`src/rtl/div_pkg.sv`:
```
// rtl/div_pkg.sv - shared state encoding and constants for the divider request sequencer
package div_pkg;

  typedef enum logic [1:0] {
    ST_IDLE   = 2'd0,
    ST_LAUNCH = 2'd1,
    ST_BUSY   = 2'd2,
    ST_RESP   = 2'd3
  } div_state_e;

  localparam int DIV_WIDTH_DEFAULT = 4;
  localparam int DIV_MAX_WIDTH     = 64;

  // Quotient reported for a zero divisor; sliced down to the instance width.
  localparam logic [DIV_MAX_WIDTH-1:0] DIV_ZERO_QUOT = '1;

endpackage

```
`src/rtl/div_watchdog.sv`:
```
// rtl/div_watchdog.sv - BUSY-cycle counter that flags expiry after TIMEOUT enabled cycles
module div_watchdog #(
  parameter int TIMEOUT = 32
) (
  input  logic clk,
  input  logic rst,
  input  logic clear,
  input  logic enable,
  output logic expired
);

  localparam int CW = (TIMEOUT > 1) ? $clog2(TIMEOUT) : 1;

  logic [CW-1:0] count_q, count_d;

  // Counts 0..TIMEOUT-1, so expiry lands on the TIMEOUT-th enabled cycle.
  assign expired = enable && (count_q == CW'(TIMEOUT - 1));

  always_comb begin
    count_d = count_q;
    if (clear) begin
      count_d = '0;
    end else if (enable && !expired) begin
      count_d = count_q + CW'(1);
    end
  end

  always_ff @(posedge clk) begin
    if (rst) begin
      count_q <= '0;
    end else begin
      count_q <= count_d;
    end
  end

endmodule

```
`src/rtl/div_request_sequencer.sv`:
```
// rtl/div_request_sequencer.sv - single-request sequencer between requester, divider and consumer
// Optional BUSY timeout abort enabled by defining DIV_TIMEOUT_EN.
module div_request_sequencer
  import div_pkg::*;
#(
  parameter int WIDTH   = DIV_WIDTH_DEFAULT,
  parameter int TIMEOUT = 32
) (
  input  logic             clk,
  input  logic             rst,
  input  logic             req_valid,
  output logic             req_ready,
  input  logic [WIDTH-1:0] req_x,
  input  logic [WIDTH-1:0] req_y,
  output logic             go,
  output logic             error,
  output logic [WIDTH-1:0] x_out,
  output logic [WIDTH-1:0] y_out,
  input  logic             done,
  input  logic [WIDTH-1:0] quot_in,
  input  logic [WIDTH-1:0] rem_in,
  output logic             rsp_valid,
  input  logic             rsp_ready,
  output logic [WIDTH-1:0] rsp_quot,
  output logic [WIDTH-1:0] rsp_rem,
  output logic             rsp_err
);

  div_state_e       state_q, state_d;
  logic [WIDTH-1:0] x_q, x_d;
  logic [WIDTH-1:0] y_q, y_d;
  logic [WIDTH-1:0] quot_q, quot_d;
  logic [WIDTH-1:0] rem_q, rem_d;
  logic             err_q, err_d;

`ifdef DIV_TIMEOUT_EN
  logic wd_expired;

  // Clearing during LAUNCH means the count starts at zero on BUSY entry.
  div_watchdog #(
    .TIMEOUT (TIMEOUT)
  ) u_watchdog (
    .clk     (clk),
    .rst     (rst),
    .clear   (state_q == ST_LAUNCH),
    .enable  (state_q == ST_BUSY),
    .expired (wd_expired)
  );
`else
  logic unused_timeout_cfg;
  assign unused_timeout_cfg = ^TIMEOUT;
`endif

  always_comb begin
    state_d = state_q;
    x_d     = x_q;
    y_d     = y_q;
    quot_d  = quot_q;
    rem_d   = rem_q;
    err_d   = err_q;
    case (state_q)
      ST_IDLE: begin
        if (req_valid) begin
          x_d = req_x;
          y_d = req_y;
          if (req_y == '0) begin
            state_d = ST_RESP;
            err_d   = 1'b1;
            quot_d  = DIV_ZERO_QUOT[WIDTH-1:0];
            rem_d   = req_x;
          end else begin
            state_d = ST_LAUNCH;
          end
        end
      end
      ST_LAUNCH: state_d = ST_BUSY;
      ST_BUSY: begin
        // A real completion wins over a timeout landing on the same cycle.
        if (done) begin
          state_d = ST_RESP;
          quot_d  = quot_in;
          rem_d   = rem_in;
          err_d   = 1'b0;
`ifdef DIV_TIMEOUT_EN
        end else if (wd_expired) begin
          state_d = ST_RESP;
          quot_d  = '0;
          rem_d   = '0;
          err_d   = 1'b1;
`endif
        end
      end
      ST_RESP: begin
        if (rsp_ready) begin
          state_d = ST_IDLE;
        end
      end
      default: state_d = ST_IDLE;
    endcase
  end

  always_ff @(posedge clk) begin
    if (rst) begin
      state_q <= ST_IDLE;
      x_q     <= '0;
      y_q     <= '0;
      quot_q  <= '0;
      rem_q   <= '0;
      err_q   <= 1'b0;
    end else begin
      state_q <= state_d;
      x_q     <= x_d;
      y_q     <= y_d;
      quot_q  <= quot_d;
      rem_q   <= rem_d;
      err_q   <= err_d;
    end
  end

  // LAUNCH is only reachable with a nonzero divisor, so go and error never coincide.
  assign req_ready = (state_q == ST_IDLE);
  assign go        = (state_q == ST_LAUNCH);
  assign error     = (y_q == '0);
  assign x_out     = x_q;
  assign y_out     = y_q;
  assign rsp_valid = (state_q == ST_RESP);
  assign rsp_quot  = quot_q;
  assign rsp_rem   = rem_q;
  assign rsp_err   = err_q;

endmodule

```
`config.mk`:
```
export PLATFORM = sky130hd
export DESIGN_NAME = div_request_sequencer
export DESIGN_NICKNAME = d
export VERILOG_FILES = /design/src/rtl/div_pkg.sv /design/src/rtl/div_watchdog.sv /design/src/rtl/div_request_sequencer.sv
export SDC_FILE = /design/constraint.sdc
export NUM_CORES = 1
export LEC_CHECK = 0
export ABC_CLOCK_PERIOD_IN_PS = 3500
export CAP_MARGIN = 20
export CELL_PAD_IN_SITES_DETAIL_PLACEMENT = 1
export CELL_PAD_IN_SITES_GLOBAL_PLACEMENT = 1
export CORE_UTILIZATION = 32
export DETAILED_ROUTE_END_ITERATION = 10
export PLACE_DENSITY = 0.85
export SYNTH_ARGS = -nofsm -noshare
export SYNTH_HDL_FRONTEND = slang
export SYNTH_HIERARCHICAL = 1
export SYNTH_SLANG_ARGS = --single-unit
```
`constraint.sdc`:
```
create_clock -name clk -period 3.5 [get_ports clk]
set_input_delay 1.05 -clock clk [delete_from_list [all_inputs] [get_ports clk]]
set_output_delay 1.05 -clock clk [all_outputs]
set_load 0.01 [all_outputs]
```
==> metrics.csv, run 1 <==
metric,value,unit
outcome,finished with violations,
failing checks,design-rule violations,
drt via density,5.18,
"leading cell types in the layout, fill and taps excluded","clkdlybuf4s50_1, dfxtp_1, a21oi_1",
"Seq/Total Area, Yosys",38.1,%
Antenna diodes,0,
# IOs,42,
setup violators final,0,
critical path buffer and inverter count,1,
Layout Skew,0.00567,ns
Final nets,176,
Power Density,719,nW/um2
synth warn,6,
FF-to-FF setup slack,1.36,ns
Slew @ Worst Pin,0.835,ns
clock slew at reported path FFs,0.11,ns
clk sinks,19,
DRT iter0 DRCs,18,
DR DRC count,3,
# port buffers,41,
vias in the first global route,976,
Tcrit/Tclk final,76.1,%
grt ovf,0,
crit-path cells,clkdlybuf4s50_1 > or4_4 > a211o_1 > mux2_4,
Syn Nets,136,
Detailed Route WL,2680,um
placer's final routability congestion estimate,0.807,
setup TNS,0,ns
H-tree lvl count,1,
antenna violations before repair,0,
Tightest Hold Check Type,flop to flop,
Die Y,57.8,um
"Hold-fix buffers, CTS",0,
"most common cell after layout, fill and taps aside",clkdlybuf4s50_1,
Worst setup EP type,flop,
largest net degree at the start of global routing,25,
"IR drop worst, VDD",0.371,mV
"Largest stage delay, worst path",0.55,ns
post-synthesis cell area,997,um2
fin cells,180,
min cycle time layout,2.66,ns
"Slew Viols, Final",0,
routed length per instance,14.9,um
unrepaired setup endpoints after global routing,false,
highest clock rate,376,MHz
WHS Endpoint,x_out[2],
Row Count,19,
leakage,0.582,nW
drt first pass iters,7,
area of the multi-input gates,557,um2
WP data required,3.69,ns
CTS tree,done,
R2R cell count,5,
#FFs+latches synth,19,
core area,2850,um2
fillers,346,
via count,933,
Worst Path Arrival,2.85,ns
Hold Path Stages,2,
post-synthesis instance total,110,
final hold slack,0.470,ns
placed cells,176,
RR Startpoint,state_q[0],
clock buffer depth,2,
Reg-to-Reg End,rsp_rem[0],
# Post-CTS Setup Buffers,0,
root buffer cell,clkbuf_4,
Routed Antenna Nets,0,
die footprint,3340,um2
Synth area leader,dfxtp_1,
FF+latch area,380,um2
max cap viols,0,
global-route wire length before repair,4380,um
share of layout cells above drive strength 1,10.1,%
synth top area cells,"dfxtp_1, mux2_4, ha_1, nor2b_1, a21oi_1",
CP top delay family,simple AND/OR/NAND/NOR gates,
CTS resizes,0,
clk_lat worst skew,0.29,ns
top-area cell type share of the netlist area,38.1,%
detailed placement HPWL,2070,um
synth-to-layout area growth,45.0,%
Setup CP Type,primary input to flop,
Initial Util,35.0,%
"Hold Vio Cnt, Final",0,
CP startpoint kind,primary input,
Mapped Avg Cell Area,9.07,um2
Crit Path Max Fanout,7,
Rel. slew slack,44.2,%
Die W,57.8,um
Hold Path Origin,x_out[2],
total CTS buffers,3,
Synth cell types,21,
GRT Resource Usage Total,16.9,%
slowest CP cell,or4_4,
sequential cells by signal, summed over array words and instances, names as in the netlist:
name and count:
rsp_err 1, rsp_rem 4, y_out 4, x_out 4, rsp_quot 4, state_q 2
Yosys cell counts:
cell type  count
dfxtp_1       19
a21oi_1       12
nor2b_1       10
nand2_1        9
nand3_1        8
inv_1          7
mux2_4         7
nor2_1         6
clkbuf_1       5
ha_1           5
mux2i_1        5
a211oi_1       3
mux2_2         3
nand2b_1       3
a31oi_1        2
a211o_1        1
and3_1         1
buf_1          1
buf_6          1
nor4_1         1
or4_4          1
worst reg2reg max path, cell delays in order, from the launching register on:
cell,delay (ns)
dfxtp_1,0.36
inv_1,0.11
ha_1,0.52
mux2i_1,0.31
a211o_1,0.39
mux2_4,0.34
power by group:
| part | internal (W) | switching [W] |
|---|---|---|
| Sequential | 0.000279 | 0.0000414 |
| Clock | 0.0000443 | 0.0000696 |
| Combinational | 0.000328 | 0.000278 |
| Total | 0.000651 | 0.000389 |
metrics by stage:
| stage | setup WS [ns] | total power [W] | util (%) | instance area [um2] |
|---|---|---|---|---|
| 2_1_floorplan | 1.08 | 0.000712 | - | 997 |
| 3_3_place_gp | 0.545 | 0.000911 | 49.8 | 1420 |
| 5_1_grt | 0.724 | 0.00112 | 50.7 | 1450 |
| 3_5_place_dp | 0.519 | 0.000936 | 49.8 | 1420 |
| 6_report | 0.838 | 0.00104 | 50.7 | 1450 |
| 4_1_cts | 0.829 | 0.00105 | 50.7 | 1450 |
how the worst max path moves through the flow:
stage	startpoint	to	depth (start not counted)
floorplan	req_y[0]	rsp_quot[0]	4
global placement	req_y[0]	rsp_rem[0]	4
detailed placement	req_y[1]	rsp_quot[2]	4
CTS	state_q[0]	req_ready	3
global route	state_q[1]	req_ready	3
finish	req_y[0]	rsp_rem[0]	4
cell families (layout without fill, tap and decap cells):
family | Yosys count | in the layout | synth area share (%)
AO/OA/AOI/OAI | 18 | 18 | 10.4
adder cells (fa/ha/maj) | 5 | 5 | 6.27
buffers and inverters | 14 | 53 | 6.02
flip-flops | 19 | 19 | 38.1
multiplexers | 15 | 15 | 18.9
AND/OR/NAND/NOR | 39 | 39 | 20.2
cell type report:
cell class / count / area share (%)
inverters: 7 / 1.82
flip-flops and latches: 19 / 26.3
repair buffers: 42 / 28.9
multi-input cells: 77 / 38.5
well taps: 31 / 2.68
clock buffers: 4 / 1.82
per-layer routing:
layer / vias to the layer above / routed length, um / global-route usage (%) / part of all wire [%]
li1: 449 / - / - / -
met5: - / 0 / 0 / 0
met2: 34 / 1330 / 32.5 / 50
met4: 0 / 22 / 5.10 / 0.82
met3: 4 / 157 / 3.79 / 5.9
met1: 446 / 1160 / 18.2 / 43
No activity file was read; power rests on OpenSTA's default activity.
==> inputs of run 2 (changes only) <==
--- a/config.mk
+++ b/config.mk
@@ -5,13 +5,13 @@
 export SDC_FILE = /design/constraint.sdc
 export NUM_CORES = 1
 export LEC_CHECK = 0
-export ABC_CLOCK_PERIOD_IN_PS = 3500
+export ABC_CLOCK_PERIOD_IN_PS = 2550
 export CAP_MARGIN = 20
 export CELL_PAD_IN_SITES_DETAIL_PLACEMENT = 1
 export CELL_PAD_IN_SITES_GLOBAL_PLACEMENT = 1
-export CORE_UTILIZATION = 32
+export CORE_UTILIZATION = 30
 export DETAILED_ROUTE_END_ITERATION = 10
-export PLACE_DENSITY = 0.85
+export PLACE_DENSITY = 0.8
 export SYNTH_ARGS = -nofsm -noshare
 export SYNTH_HDL_FRONTEND = slang
 export SYNTH_HIERARCHICAL = 1
==> constraint.sdc (replaced) <==
create_clock -name clk -period 2.55 [get_ports clk]
set_input_delay 0.765 -clock clk [delete_from_list [all_inputs] [get_ports clk]]
set_output_delay 0.765 -clock clk [all_outputs]
set_load 0.01 [all_outputs]
==> metrics.csv, run 2 (same netlist as run 1, synthesis figures left out) <==
metric,value,unit,change
drt first pass iters,2,,-5
unrepaired setup endpoints after global routing,false,,
Crit Path Max Fanout,5,,-2
vias in the first global route,892,,-8.6%
clock slew at reported path FFs,0.11,ns,about the same
Finished Core Util,47.9,%,-2.8 points
Power Density,964,nW/um2,+34%
outcome,finished clean,,
area of the multi-input gates,557,um2,unchanged
clk_lat worst skew,0.29,ns,about the same
"Slew Viols, Final",0,,unchanged
root buffer cell,clkbuf_4,,
WP data required,1.79,ns,-1.90 ns
"Hold Vio Cnt, Final",0,,unchanged
antenna violations before repair,0,,unchanged
CTS tree,done,,
via count,911,,-2.4%
Initial Util,32.1,%,-2.8 points
slowest CP cell,clkdlybuf4s50_1,,
core area,3100,um2,+8.8%
post-layout power,0.00143,W,+38%
Die Y,59.7,um,+3.2%
# IOs,42,,unchanged
Rel. slew slack,57.9,%,+14 points
setup TNS,0,ns,unchanged
placer's final routability congestion estimate,0.746,,-7.6%
clock buffer depth,2,,unchanged
Routed Antenna Nets,0,,unchanged
placed cells,192,,+9.1%
"Hold-fix buffers, CTS",0,,unchanged
post-place setup slack,-0.146,ns,-0.666 ns
# Post-CTS Setup Buffers,0,,unchanged
detailed placement HPWL,2040,um,-1.8%
Slew @ Worst Pin,0.629,ns,-0.205 ns
setup violators final,0,,unchanged
Tcrit/Tclk final,93.0,%,
max cap viols,0,,unchanged
Setup CP Type,flop to output pin,,
"most common cell after layout, fill and taps aside",clkdlybuf4s50_1,,
CP startpoint kind,flop,,
Antenna diodes,0,,unchanged
largest net degree at the start of global routing,20,,-20%
total CTS buffers,3,,unchanged
FF+latch area,380,um2,unchanged
fillers,392,,+13%
Final nets,179,,+1.7%
clk sinks,19,,unchanged
fin cells,196,,+8.9%
leakage,0.600,nW,+3.1%
grt ovf,0,,unchanged
GRT Resource Usage Total,15.1,%,-1.8 points
"IR drop worst, VDD",0.475,mV,+28%
DR DRC count,0,,-3
Die W,59.7,um,+3.2%
Layout Skew,0.00251,ns,-0.00316 ns
min cycle time layout,2.37,ns,
Worst setup EP type,output pin,,
crit-path cells,inv_1 > ha_1 > clkdlybuf4s50_1,,
Tightest Hold Check Type,flop to flop,,
share of layout cells above drive strength 1,12.5,%,+2.4 points
"leading cell types in the layout, fill and taps excluded","clkdlybuf4s50_1, dfxtp_1, a21oi_1",,
setup slack after layout,0.177,ns,-0.660 ns
drt via density,4.65,,-10%
CTS resizes,0,,unchanged
global-route wire length before repair,4080,um,-6.8%
synth-to-layout area growth,49.1,%,
H-tree lvl count,1,,unchanged
routed length per instance,13.1,um,-12%
"Largest stage delay, worst path",0.57,ns,+0.02 ns
Row Count,20,,+1
Worst Path Arrival,1.61,ns,-1.24 ns
DRT iter0 DRCs,17,,-1
# port buffers,41,,unchanged
Detailed Route WL,2560,um,-4.4%
die footprint,3560,um2,+6.4%
highest clock rate,421,MHz,
[run 2: cell count changes in the layout (fill, tap and decap cells not counted), sizes merged]
cell	before	now
buf	1	4
clkbuf	4	3
clkinv	0	1
[run 2: metal layers]
| metal | global-route usage, % | share of wire (%) | up-vias |
|---|---|---|---|
| met5 | 0 | 0 | - |
| met3 | 2.81 | 6.9 | 0 |
| met2 | 24.6 | 46 | 33 |
| met1 | 20.5 | 47 | 425 |
| met4 | 3.99 | 0 | 0 |
| li1 | - | - | 453 |
[run 2: where the power goes]
group          total [W]  switching [W]  internal, W  leakage, nW
clock network   0.000155      0.0000963    0.0000584       0.0177
registers       0.000439      0.0000553     0.000383        0.156
logic           0.000839       0.000370     0.000469        0.426
total            0.00143       0.000522     0.000911        0.600
[run 2: final timing paths]
check                                 from  slack, ns    endpoint  cells after the start
worst max register to register  state_q[1]       0.58  rsp_rem[1]                      5
worst max-delay path            state_q[1]       0.18   req_ready                      3
worst min register to register    x_out[0]       0.46    x_out[0]                      2
worst min-delay path              x_out[0]       0.46    x_out[0]                      2
[run 2: critical path: cells and delay by family, from the launching register on]
family	cells	cell delay (ns)
adder cells (fa/ha/maj)	1	0.26
buffers and inverters	2	0.69
flip-flops	1	0.36
[run 2: through the flow]
step	instance area, um2	hold WS (ns)
finish	1490	0.463
global route	1490	0.491
detailed placement	1460	0.454
CTS	1490	0.471
floorplan	997	0.481
global placement	1460	0.448
[run 2: area by class of cell]
class | count | share of cell area, %
clock buffers | 3 | 1.52
clock inverters | 1 | 0.337
inverters | 7 | 1.77
multi-input cells | 77 | 37.5
flip-flops and latches | 19 | 25.6
well taps | 44 | 3.70
repair buffers | 45 | 29.6
